==> src/rtl/palette_pkg.sv <==
// Shared types, default palette contents and helpers for palette_arbiter.
// The fade helper is used only when PALETTE_FADE_EN is defined.
package palette_pkg;

  typedef struct packed {
    logic [3:0] r;
    logic [3:0] g;
    logic [3:0] b;
  } rgb12_t;

  localparam int PAL_DEPTH = 16;

  // Entry 0 is the yellow key colour, entry 1 black, the rest light grey.
  localparam logic [11:0] DEFAULT_PAL [PAL_DEPTH] = '{
    12'hFF0, 12'h000, 12'hDDD, 12'hDDD,
    12'hDDD, 12'hDDD, 12'hDDD, 12'hDDD,
    12'hDDD, 12'hDDD, 12'hDDD, 12'hDDD,
    12'hDDD, 12'hDDD, 12'hDDD, 12'hDDD
  };

  typedef enum logic {
    IDLE,
    RELOAD
  } state_t;

  // Scale one channel by (lvl + 1) / 16; lvl 15 is identity.
  function automatic logic [3:0] fade_chan(input logic [3:0] c, input logic [3:0] lvl);
    return 4'((({4'b0, c}) * ({4'b0, lvl} + 8'd1)) >> 4);
  endfunction

endpackage

==> src/rtl/rr_arbiter.sv <==
// Round-robin arbiter: scans upward from ptr+1 (wrapping) and returns a
// one-hot grant, the encoded winner and whether anyone won.
module rr_arbiter #(
  parameter  int N_REQ = 4,
  localparam int IDW   = $clog2(N_REQ)
) (
  input  logic [N_REQ-1:0] req,
  input  logic [IDW-1:0]   ptr,
  output logic [N_REQ-1:0] grant,
  output logic [IDW-1:0]   grant_id,
  output logic             found
);

  always_comb begin
    logic [IDW-1:0] idx;
    // NOTE: every output gets a default before the loop so no path leaves
    // it unassigned, which would otherwise infer a latch.
    grant    = '0;
    grant_id = '0;
    found    = 1'b0;
    idx      = '0;
    for (int i = 1; i <= N_REQ; i++) begin
      idx = IDW'((int'(ptr) + i) % N_REQ);
      if (!found && req[idx]) begin
        grant[idx] = 1'b1;
        grant_id   = idx;
        found      = 1'b1;
      end
    end
  end

endmodule

==> src/rtl/palette_arbiter.sv <==
// Shared 16-entry RGB palette with round-robin lookup, runtime writes and a
// 16-cycle default reload. Optional output fade: define PALETTE_FADE_EN.
module palette_arbiter
  import palette_pkg::*;
#(
  parameter  int N_REQ     = 4,
  parameter  int KEY_INDEX = 0,
  localparam int IDW       = $clog2(N_REQ)
) (
  input  logic                  Clk,
  input  logic                  Reset_n,
  input  logic [N_REQ-1:0]      req_valid,
  input  logic [N_REQ-1:0][3:0] req_index,
  output logic [N_REQ-1:0]      req_ready,
  output logic                  rsp_valid,
  output logic [IDW-1:0]        rsp_id,
  output logic [3:0]            rsp_red,
  output logic [3:0]            rsp_green,
  output logic [3:0]            rsp_blue,
  output logic                  rsp_transparent,
  input  logic                  cfg_we,
  input  logic [3:0]            cfg_addr,
  input  logic [11:0]           cfg_data,
  input  logic                  cfg_reload,
`ifdef PALETTE_FADE_EN
  input  logic [3:0]            fade_level,
`endif
  output logic                  busy
);

  state_t         state, next_state;
  logic [3:0]     cnt, next_cnt;
  logic [IDW-1:0] rr;
  rgb12_t         pal [PAL_DEPTH];

  logic [N_REQ-1:0] arb_grant;
  logic [IDW-1:0]   arb_id;
  logic             arb_found;
  logic             grant_en, grant_any, cfg_wr, reload_wr;
  logic [3:0]       sel_index;
  rgb12_t           look, shown;

  rr_arbiter #(.N_REQ(N_REQ)) u_arb (
    .req      (req_valid),
    .ptr      (rr),
    .grant    (arb_grant),
    .grant_id (arb_id),
    .found    (arb_found)
  );

  always_comb begin
    next_state = state;
    next_cnt   = cnt;
    grant_en   = 1'b0;
    cfg_wr     = 1'b0;
    reload_wr  = 1'b0;
    busy       = 1'b0;
    unique case (state)
      IDLE: begin
        if (cfg_reload) begin
          next_state = RELOAD;
          next_cnt   = '0;
        end else if (cfg_we) begin
          cfg_wr = 1'b1;
        end else begin
          grant_en = 1'b1;
        end
      end
      RELOAD: begin
        busy      = 1'b1;
        reload_wr = 1'b1;
        next_cnt  = cnt + 4'd1;
        if (cnt == 4'd15) next_state = IDLE;
      end
      default: next_state = IDLE;
    endcase
  end

  assign req_ready = grant_en ? arb_grant : '0;
  assign grant_any = grant_en & arb_found;
  assign sel_index = req_index[arb_id];
  assign look      = pal[sel_index];

`ifdef PALETTE_FADE_EN
  assign shown = '{r: fade_chan(look.r, fade_level),
                   g: fade_chan(look.g, fade_level),
                   b: fade_chan(look.b, fade_level)};
`else
  assign shown = look;
`endif

  // NOTE: the palette is a small register file that must come out of reset
  // holding the defaults, so unlike a RAM every entry is reset here.
  always_ff @(posedge Clk or negedge Reset_n) begin
    if (!Reset_n) begin
      for (int i = 0; i < PAL_DEPTH; i++) pal[i] <= rgb12_t'(DEFAULT_PAL[i]);
    end else if (reload_wr) begin
      pal[cnt] <= rgb12_t'(DEFAULT_PAL[cnt]);
    end else if (cfg_wr) begin
      pal[cfg_addr] <= rgb12_t'(cfg_data);
    end
  end

  // NOTE: state is updated with non-blocking assignments so every register
  // samples its inputs from before the edge, independent of statement order.
  always_ff @(posedge Clk or negedge Reset_n) begin
    if (!Reset_n) begin
      state           <= IDLE;
      cnt             <= '0;
      rr              <= IDW'(N_REQ - 1);
      rsp_valid       <= 1'b0;
      rsp_id          <= '0;
      rsp_red         <= '0;
      rsp_green       <= '0;
      rsp_blue        <= '0;
      rsp_transparent <= 1'b0;
    end else begin
      state     <= next_state;
      cnt       <= next_cnt;
      rsp_valid <= grant_any;
      if (grant_any) begin
        rr              <= arb_id;
        rsp_id          <= arb_id;
        rsp_red         <= shown.r;
        rsp_green       <= shown.g;
        rsp_blue        <= shown.b;
        rsp_transparent <= (sel_index == 4'(KEY_INDEX));
      end
    end
  end

endmodule

==> config.mk <==
export PLATFORM = sky130hd
export DESIGN_NAME = palette_arbiter
export DESIGN_NICKNAME = d
export VERILOG_FILES = /design/src/rtl/palette_pkg.sv /design/src/rtl/rr_arbiter.sv /design/src/rtl/palette_arbiter.sv
export SDC_FILE = /design/constraint.sdc
export NUM_CORES = 1
export LEC_CHECK = 0
export BUFFER_PORTS_ARGS = -buffer_cell sky130_fd_sc_hd__buf_4
export CAP_MARGIN = 20
export CORE_ASPECT_RATIO = 1.25
export CORE_MARGIN = 4
export CORE_UTILIZATION = 40
export DETAILED_ROUTE_END_ITERATION = 10
export PLACE_DENSITY = 0.53
export SYNTH_ARGS = -nofsm -noshare
export SYNTH_HDL_FRONTEND = slang
export SYNTH_HIERARCHICAL = 1
export SYNTH_SLANG_ARGS = --single-unit
==> constraint.sdc <==
create_clock -name Clk -period 4.7 [get_ports Clk]
set_input_delay 0.235 -clock Clk [delete_from_list [all_inputs] [get_ports Clk]]
set_output_delay 0.235 -clock Clk [all_outputs]
set_load 0.005 [all_outputs]
==> impl_metrics.env, run 1 <==
export IMPL_worstSetupPathType="flop to flop"
export IMPL_mostFrequentLayoutCell="dfstp_2"
export IMPL_dp_cells=1394
export IMPL_first_global_vias=8551
export IMPL_initial_core_util=0.409
export IMPL_clock_sinks=215
export IMPL_cts_path_max_buffers=3
export IMPL_drive_gt1_frac=0.296
export IMPL_ir_drop_v=0.000303
export IMPL_post_route_cell_area_um2=12700
export IMPL_synth_nets=1095
export IMPL_pwr_share_seq=0.367
export IMPL_ys_warn_count=6
export IMPL_nets=1131
export IMPL_syn_to_final_growth_pct=14.6
export IMPL_ys_seq_area_frac=0.502
export IMPL_status="finished clean"
export IMPL_place_area_um2=11800
export IMPL_crit_chain="inv_1 -> ha_1 -> inv_1 -> a311o_1 -> a221oi_1 -> buf_4 -> mux4_1 -> or2_2 -> nor2_4 -> o211ai_1 -> nand4_1"
export IMPL_combPwrFrac=0.386
export IMPL_arrival_ns=4.61
export IMPL_ys_flop_type="dfstp_2"
export IMPL_netlist_area_um2=11100
export IMPL_p_switching_w=0.00287
export IMPL_core_area_um2=27000
export IMPL_synth_compound_gate_area_share=0.193
export IMPL_worstMarginPinSlew_ns=1.13
export IMPL_rsz0062_at_grt="no"
export IMPL_die_area_um2=30400
export IMPL_drc=0
export IMPL_detail_route_wl_per_cell_um=23.6
export IMPL_drt_iter0_drc=680
export IMPL_setup_viol=0
export IMPL_dp_hpwl_mm=23.8
export IMPL_layout_common_cells="dfstp_2, nor2_1, a21oi_1, nand2_1, buf_4"
export IMPL_gp_congestion=0.870
export IMPL_std_cell_rows=67
export IMPL_vias_per_cell=5.98
export IMPL_fin_cells=1442
export IMPL_track_usage=0.222
export IMPL_clk_latency_ns=0.51
export IMPL_hp_class="input pin to flop"
export IMPL_drt_pass1_iter_count=5
export IMPL_cts_clk_slew_worst_paths_ns=0.06
export IMPL_grt_pass1_wl_mm=52.9
export IMPL_diodes=0
export IMPL_synth_seq_cells=215
export IMPL_total_power_w=0.00781
export IMPL_synth_mux_area_frac=0.126
export IMPL_grt_antenna_before_repair=0
export IMPL_yosys_top_cells_area="dfstp_2, dfrtp_1, a21oi_1"
export IMPL_yosysTopAreaCell="dfstp_2"
export IMPL_power_density_nw_per_um2=617
export IMPL_cp_common_cell="inv_1"
export IMPL_synth_edff_count=0
export IMPL_die_h_um=194
export IMPL_power_leakage_nw=5.15
export IMPL_synth_top_cell_area_share=0.323
export IMPL_syn_inst=1043
export IMPL_max_slew_margin=0.244
export IMPL_skew_ns=0.00911
export IMPL_gr_total_overflow=0
export IMPL_synth_top_family_by_area="compound AO/OA/AOI/OAI gates"
export IMPL_crit_required_ns=5.14
export IMPL_die_x_um=157
export IMPL_drt_wl_total_mm=34.0
export IMPL_crit_family="simple AND/OR/NAND/NOR gates"
export IMPL_path_buf_inv=3
export IMPL_drv_slew=0
export IMPL_cp_start_kind="flop"
export IMPL_slowest_delay_ns=0.66
export IMPL_portBuffers=60
export IMPL_setup_tns_ns=0
export IMPL_cts_setup_buffers=0
export IMPL_end_kind="flop"
export IMPL_fin_crit_sh=0.887
export IMPL_maxCapViolations=0
export IMPL_yosys_area_share_simple=0.125
export IMPL_vias=8622
export IMPL_fin_crit_ns=4.17
export IMPL_h_tree_depth=1
export IMPL_cp_slowest_cell="mux4_1"
export IMPL_ant_nets=0
export IMPL_synth_adder_area_share=0.0136
export IMPL_internal_power_w=0.00494
export IMPL_avgSynthCellArea_um2=10.6
export IMPL_ctsResizeCount=0
export IMPL_cts_buffers=24
export IMPL_grt_max_degree=110
export IMPL_synth_xor_area_share=0
export IMPL_ys_async_sr_fraction=1.00
export IMPL_root_buffer="clkbuf_16"
export IMPL_cts_tree="yes"
export IMPL_switching_share=0.368
export IMPL_fmax_mhz=240
export IMPL_reg2reg_slack_ns=0.53
export IMPL_yosysUniqueCellTypes=53
export IMPL_hold_viol_final=0
export IMPL_power_share_clock=0.247
export IMPL_crit_path_max_fanout=12
export IMPL_ios=61
-- logic make-up after synthesis --
logic type,Yosys count
AO/OA/AOI/OAI,320
AND/OR/NAND/NOR,302
flip-flops,215
buffers and inverters,100
multiplexers,94
adder cells (fa/ha/maj),12
-- worst paths after layout --
path,from,endpoint,cells past startpoint
max,rr[1],rsp_blue[2],11
min,cfg_data[7],pal[139],2
max reg2reg,rr[1],rsp_blue[2],11
min reg2reg,pal[156],pal[156],2
max in group asynchronous,Reset_n,rsp_valid,3
min in group asynchronous,Reset_n,pal[133],2
-- power groups by stage --
| stage | clock (W) | combinational [W] | sequential [W] |
|---|---|---|---|
| 5_1_grt | 0.00205 | 0.00330 | 0.00292 |
| 3_3_place_gp | 0 | 0.00298 | 0.00288 |
| 3_5_place_dp | 0 | 0.00300 | 0.00288 |
| 2_1_floorplan | 0 | 0.00221 | 0.00272 |
| 4_1_cts | 0.00198 | 0.00301 | 0.00286 |
| 6_report | 0.00193 | 0.00302 | 0.00287 |
-- repair_timing --
| action | CTS | global route |
|---|---|---|
| endpoints found under the setup margin | 0 | 0 |
| hold endpoints to repair | 56 | 0 |
| hold buffers | 3 | 0 |
-- cell type report --
class / count / area [um2]
Clock buffer: 40 / 773
Clock inverter: 4 / 45.0
Fill cell: 2509 / 14300
Inverter: 16 / 60.1
Multi-Input combinational cell: 728 / 5060
Sequential cell: 215 / 5550
Tap cell: 345 / 432
Timing Repair Buffer: 94 / 747
-- state kept, by name, summed over array words and instances, names as in the netlist --
| name | cells |
|---|---|
| pal | 192 |
| cnt | 4 |
| rsp_blue | 4 |
| rsp_green | 4 |
| rsp_red | 4 |
| rr | 2 |
| rsp_id | 2 |
| rsp_transparent | 1 |
| rsp_valid | 1 |
| state | 1 |
-- per-layer routing --
metal	track usage	up-vias	share of wire
li1	-	3907	-
met1	0.317	4368	0.43
met2	0.363	304	0.49
met3	0.0310	43	0.061
met4	0.0444	0	0.015
met5	0	-	0
-- synthesized netlist by cell type (3+ instances only) --
| master | number |
|---|---|
| clkbuf_1 | 56 |
| mux4_2 | 20 |
| o22a_1 | 7 |
| a211oi_1 | 4 |
| a2111o_1 | 4 |
| a31oi_1 | 14 |
| nand4_1 | 21 |
| ha_1 | 12 |
| and2_1 | 4 |
| nor2b_1 | 19 |
| dfrtp_1 | 79 |
| o21ai_1 | 3 |
| a22oi_1 | 22 |
| a21oi_1 | 103 |
| nand2_1 | 101 |
| or3_1 | 6 |
| o211ai_1 | 23 |
| o31ai_1 | 13 |
| nor2_1 | 103 |
| nand2b_1 | 18 |
| buf_6 | 6 |
| mux4_1 | 10 |
| nand3_1 | 7 |
| a22o_1 | 33 |
| mux2i_1 | 29 |
| a2bb2oi_1 | 35 |
| o22ai_1 | 10 |
| buf_2 | 17 |
| mux2_2 | 35 |
| buf_1 | 5 |
| inv_1 | 16 |
| dfstp_2 | 136 |
| o21ai_0 | 40 |
| nor3_1 | 9 |
-- per-stage QoR --
| stage | hold slack, ns | utilization | setup slack, ns |
|---|---|---|---|
| after global routing | 0.0208 | 0.469 | 0.206 |
| after global placement | 0.352 | 0.437 | 0.603 |
| final | 0.0299 | 0.469 | 0.529 |
| after detailed placement | 0.344 | 0.438 | 0.561 |
| after CTS | 0.0145 | 0.469 | 0.537 |
| after floorplan | -0.0606 | - | 0.642 |
No activity file was read; power rests on OpenSTA's default activity.
==> run 2: changes to the inputs <==
--- a/config.mk
+++ b/config.mk
@@ -11,7 +11,6 @@
 export CORE_MARGIN = 4
 export CORE_UTILIZATION = 40
 export DETAILED_ROUTE_END_ITERATION = 10
-export PLACE_DENSITY = 0.53
 export SYNTH_ARGS = -nofsm -noshare
 export SYNTH_HDL_FRONTEND = slang
 export SYNTH_HIERARCHICAL = 1
==> run 2 against run 1 <==
Clock power is 4% lower. Count of clock-buffer cells in the layout shrank 6. Maximum frequency fell by 4.4%. Largest power group unchanged. Sequential power hardly changed. Design area is 0.34% lower. Flip-flop and latch count unchanged. Critical endpoint is now rsp_green[0].
==> impl_metrics.env, run 2 (synthesized netlist as in run 1, its figures left out) <==
export IMPL_regMostFlops="pal"
export IMPL_die_h_um=194
export IMPL_drive_gt1_frac=0.296
export IMPL_core_area_um2=27000
export IMPL_post_route_util=0.468
export IMPL_fmax_mhz=229
export IMPL_cts_tree="yes"
export IMPL_cp_start_kind="flop"
export IMPL_maxCapViolations=0
export IMPL_grt_antenna_before_repair=0
export IMPL_regArea_um2=5550
export IMPL_initial_core_util=0.409
export IMPL_cts_buffers=24
export IMPL_crit_path_max_fanout=15
export IMPL_drt_pass1_iter_count=6
export IMPL_dp_hpwl_mm=22.6
export IMPL_cts_clk_slew_worst_paths_ns=0.06
export IMPL_skew_ns=0.0191
export IMPL_clk_latency_ns=0.52
export IMPL_vias=8579
export IMPL_worstSetupPathType="flop to flop"
export IMPL_dp_cells=1395
export IMPL_grt_pass1_wl_mm=51.1
export IMPL_fin_crit_ns=4.37
export IMPL_ant_nets=0
export IMPL_hold_viol_final=0
export IMPL_drc=0
export IMPL_largest_reg_flops=192
export IMPL_die_area_um2=30400
export IMPL_die_x_um=157
export IMPL_setup_viol=0
export IMPL_arrival_ns=4.79
export IMPL_diodes=0
export IMPL_vias_per_cell=5.97
export IMPL_syn_to_final_growth_pct=14.3
export IMPL_root_buffer="clkbuf_16"
export IMPL_gr_total_overflow=0
export IMPL_std_cell_rows=67
export IMPL_rsz0062_at_grt="no"
export IMPL_power_density_nw_per_um2=606
export IMPL_power_leakage_nw=5.13
export IMPL_track_usage=0.209
export IMPL_first_global_vias=8609
export IMPL_portBuffers=60
export IMPL_drt_wl_total_mm=32.2
export IMPL_h_tree_depth=1
export IMPL_fin_cells=1438
export IMPL_ios=61
export IMPL_fin_crit_sh=0.929
export IMPL_multi_input_area_um2=5060
export IMPL_clock_sinks=215
export IMPL_hp_class="input pin to flop"
export IMPL_nFillCells=2466
export IMPL_end_kind="flop"
export IMPL_gp_congestion=0.907
export IMPL_nets=1131
export IMPL_setup_tns_ns=0
export IMPL_mostFrequentLayoutCell="dfstp_2"
export IMPL_grt_max_degree=117
export IMPL_ctsResizeCount=0
export IMPL_worstMarginPinSlew_ns=1.04
export IMPL_detail_route_wl_per_cell_um=22.4
export IMPL_max_slew_margin=0.306
export IMPL_ir_drop_v=0.000304
export IMPL_cts_path_max_buffers=3
export IMPL_drv_slew=0
export IMPL_status="finished clean"
export IMPL_crit_required_ns=5.13
export IMPL_layout_common_cells="dfstp_2, nor2_1, a21oi_1, nand2_1, buf_4"
export IMPL_drt_iter0_drc=789
==> run 2: changes by cell type in the layout (fill, tap and decap cells not counted) <==
cell           before  now
buf_2               1    0
buf_4              86   89
buf_6               1    0
buf_8               1    0
clkbuf_1            7    5
clkbuf_16          26   27
clkbuf_8            7    3
clkinv_2            3    4
clkinv_4            0    1
dlygate4sd3_1       3    2
==> run 2: timing repair <==
| item | 4_1_cts | 5_1_grt |
|---|---|---|
| hold buffers | 2 | 0 |
| buffers inserted | 0 | 0 |
| endpoints found under the hold margin | 63 | 0 |
==> run 2: metrics by stage <==
| step | instance area [um2] | setup WS, ns | hold WS, ns | power (W) |
|---|---|---|---|---|
| 2_1_floorplan | 11100 | 0.642 | -0.0606 | 0.00494 |
| 3_3_place_gp | 11800 | 0.418 | 0.445 | 0.00576 |
| 3_5_place_dp | 11800 | 0.353 | 0.442 | 0.00578 |
| 4_1_cts | 12600 | 0.333 | 0.00760 | 0.00768 |
| 5_1_grt | 12600 | 0.0354 | 0.0147 | 0.00809 |
| 6_report | 12600 | 0.335 | 0.0198 | 0.00765 |
==> run 2: metal layers <==
layer	wire length, um	GRT usage
met3	1980	0.0270
met1	13600	0.286
met2	16100	0.357
met4	548	0.0431
met5	0	0
==> run 2: area by class of cell <==
type                            count  share of cell area
Tap cell                          345              0.0342
Clock inverter                      6             0.00466
Clock buffer                       34              0.0572
Sequential cell                   215               0.440
Timing Repair Buffer               94              0.0588
Multi-Input combinational cell    728               0.401
Inverter                           16             0.00476
==> run 2: worst paths after layout <==
path	from	end	slack [ns]	cells past startpoint
setup / recovery	rr[1]	rsp_green[0]	0.33	10
hold / removal	cfg_data[3]	pal[135]	0.02	2
setup reg to reg	rr[1]	rsp_green[0]	0.33	10
hold reg to reg	pal[174]	pal[174]	0.48	2
max in group asynchronous	Reset_n	pal[112]	3.18	3
min in group asynchronous	Reset_n	state	0.39	2
==> run 2: worst max-delay path: stages (launching register included) <==
cell and delay [ns]:
dfstp_2 0.64, inv_1 0.17, ha_1 0.52, inv_1 0.21, a311o_1 0.31, a221oi_1 0.27, buf_4 0.21, mux4_2 0.76
nor2_1 0.82, a22oi_1 0.24, nand4_1 0.15
==> run 2: power breakdown <==
part	leakage, nW	internal, W	total (W)	switching, W
sequential	2.48	0.00251	0.00286	0.000351
combinational	2.26	0.00126	0.00293	0.00167
clock	0.387	0.00112	0.00186	0.000745
total	5.13	0.00489	0.00765	0.00277
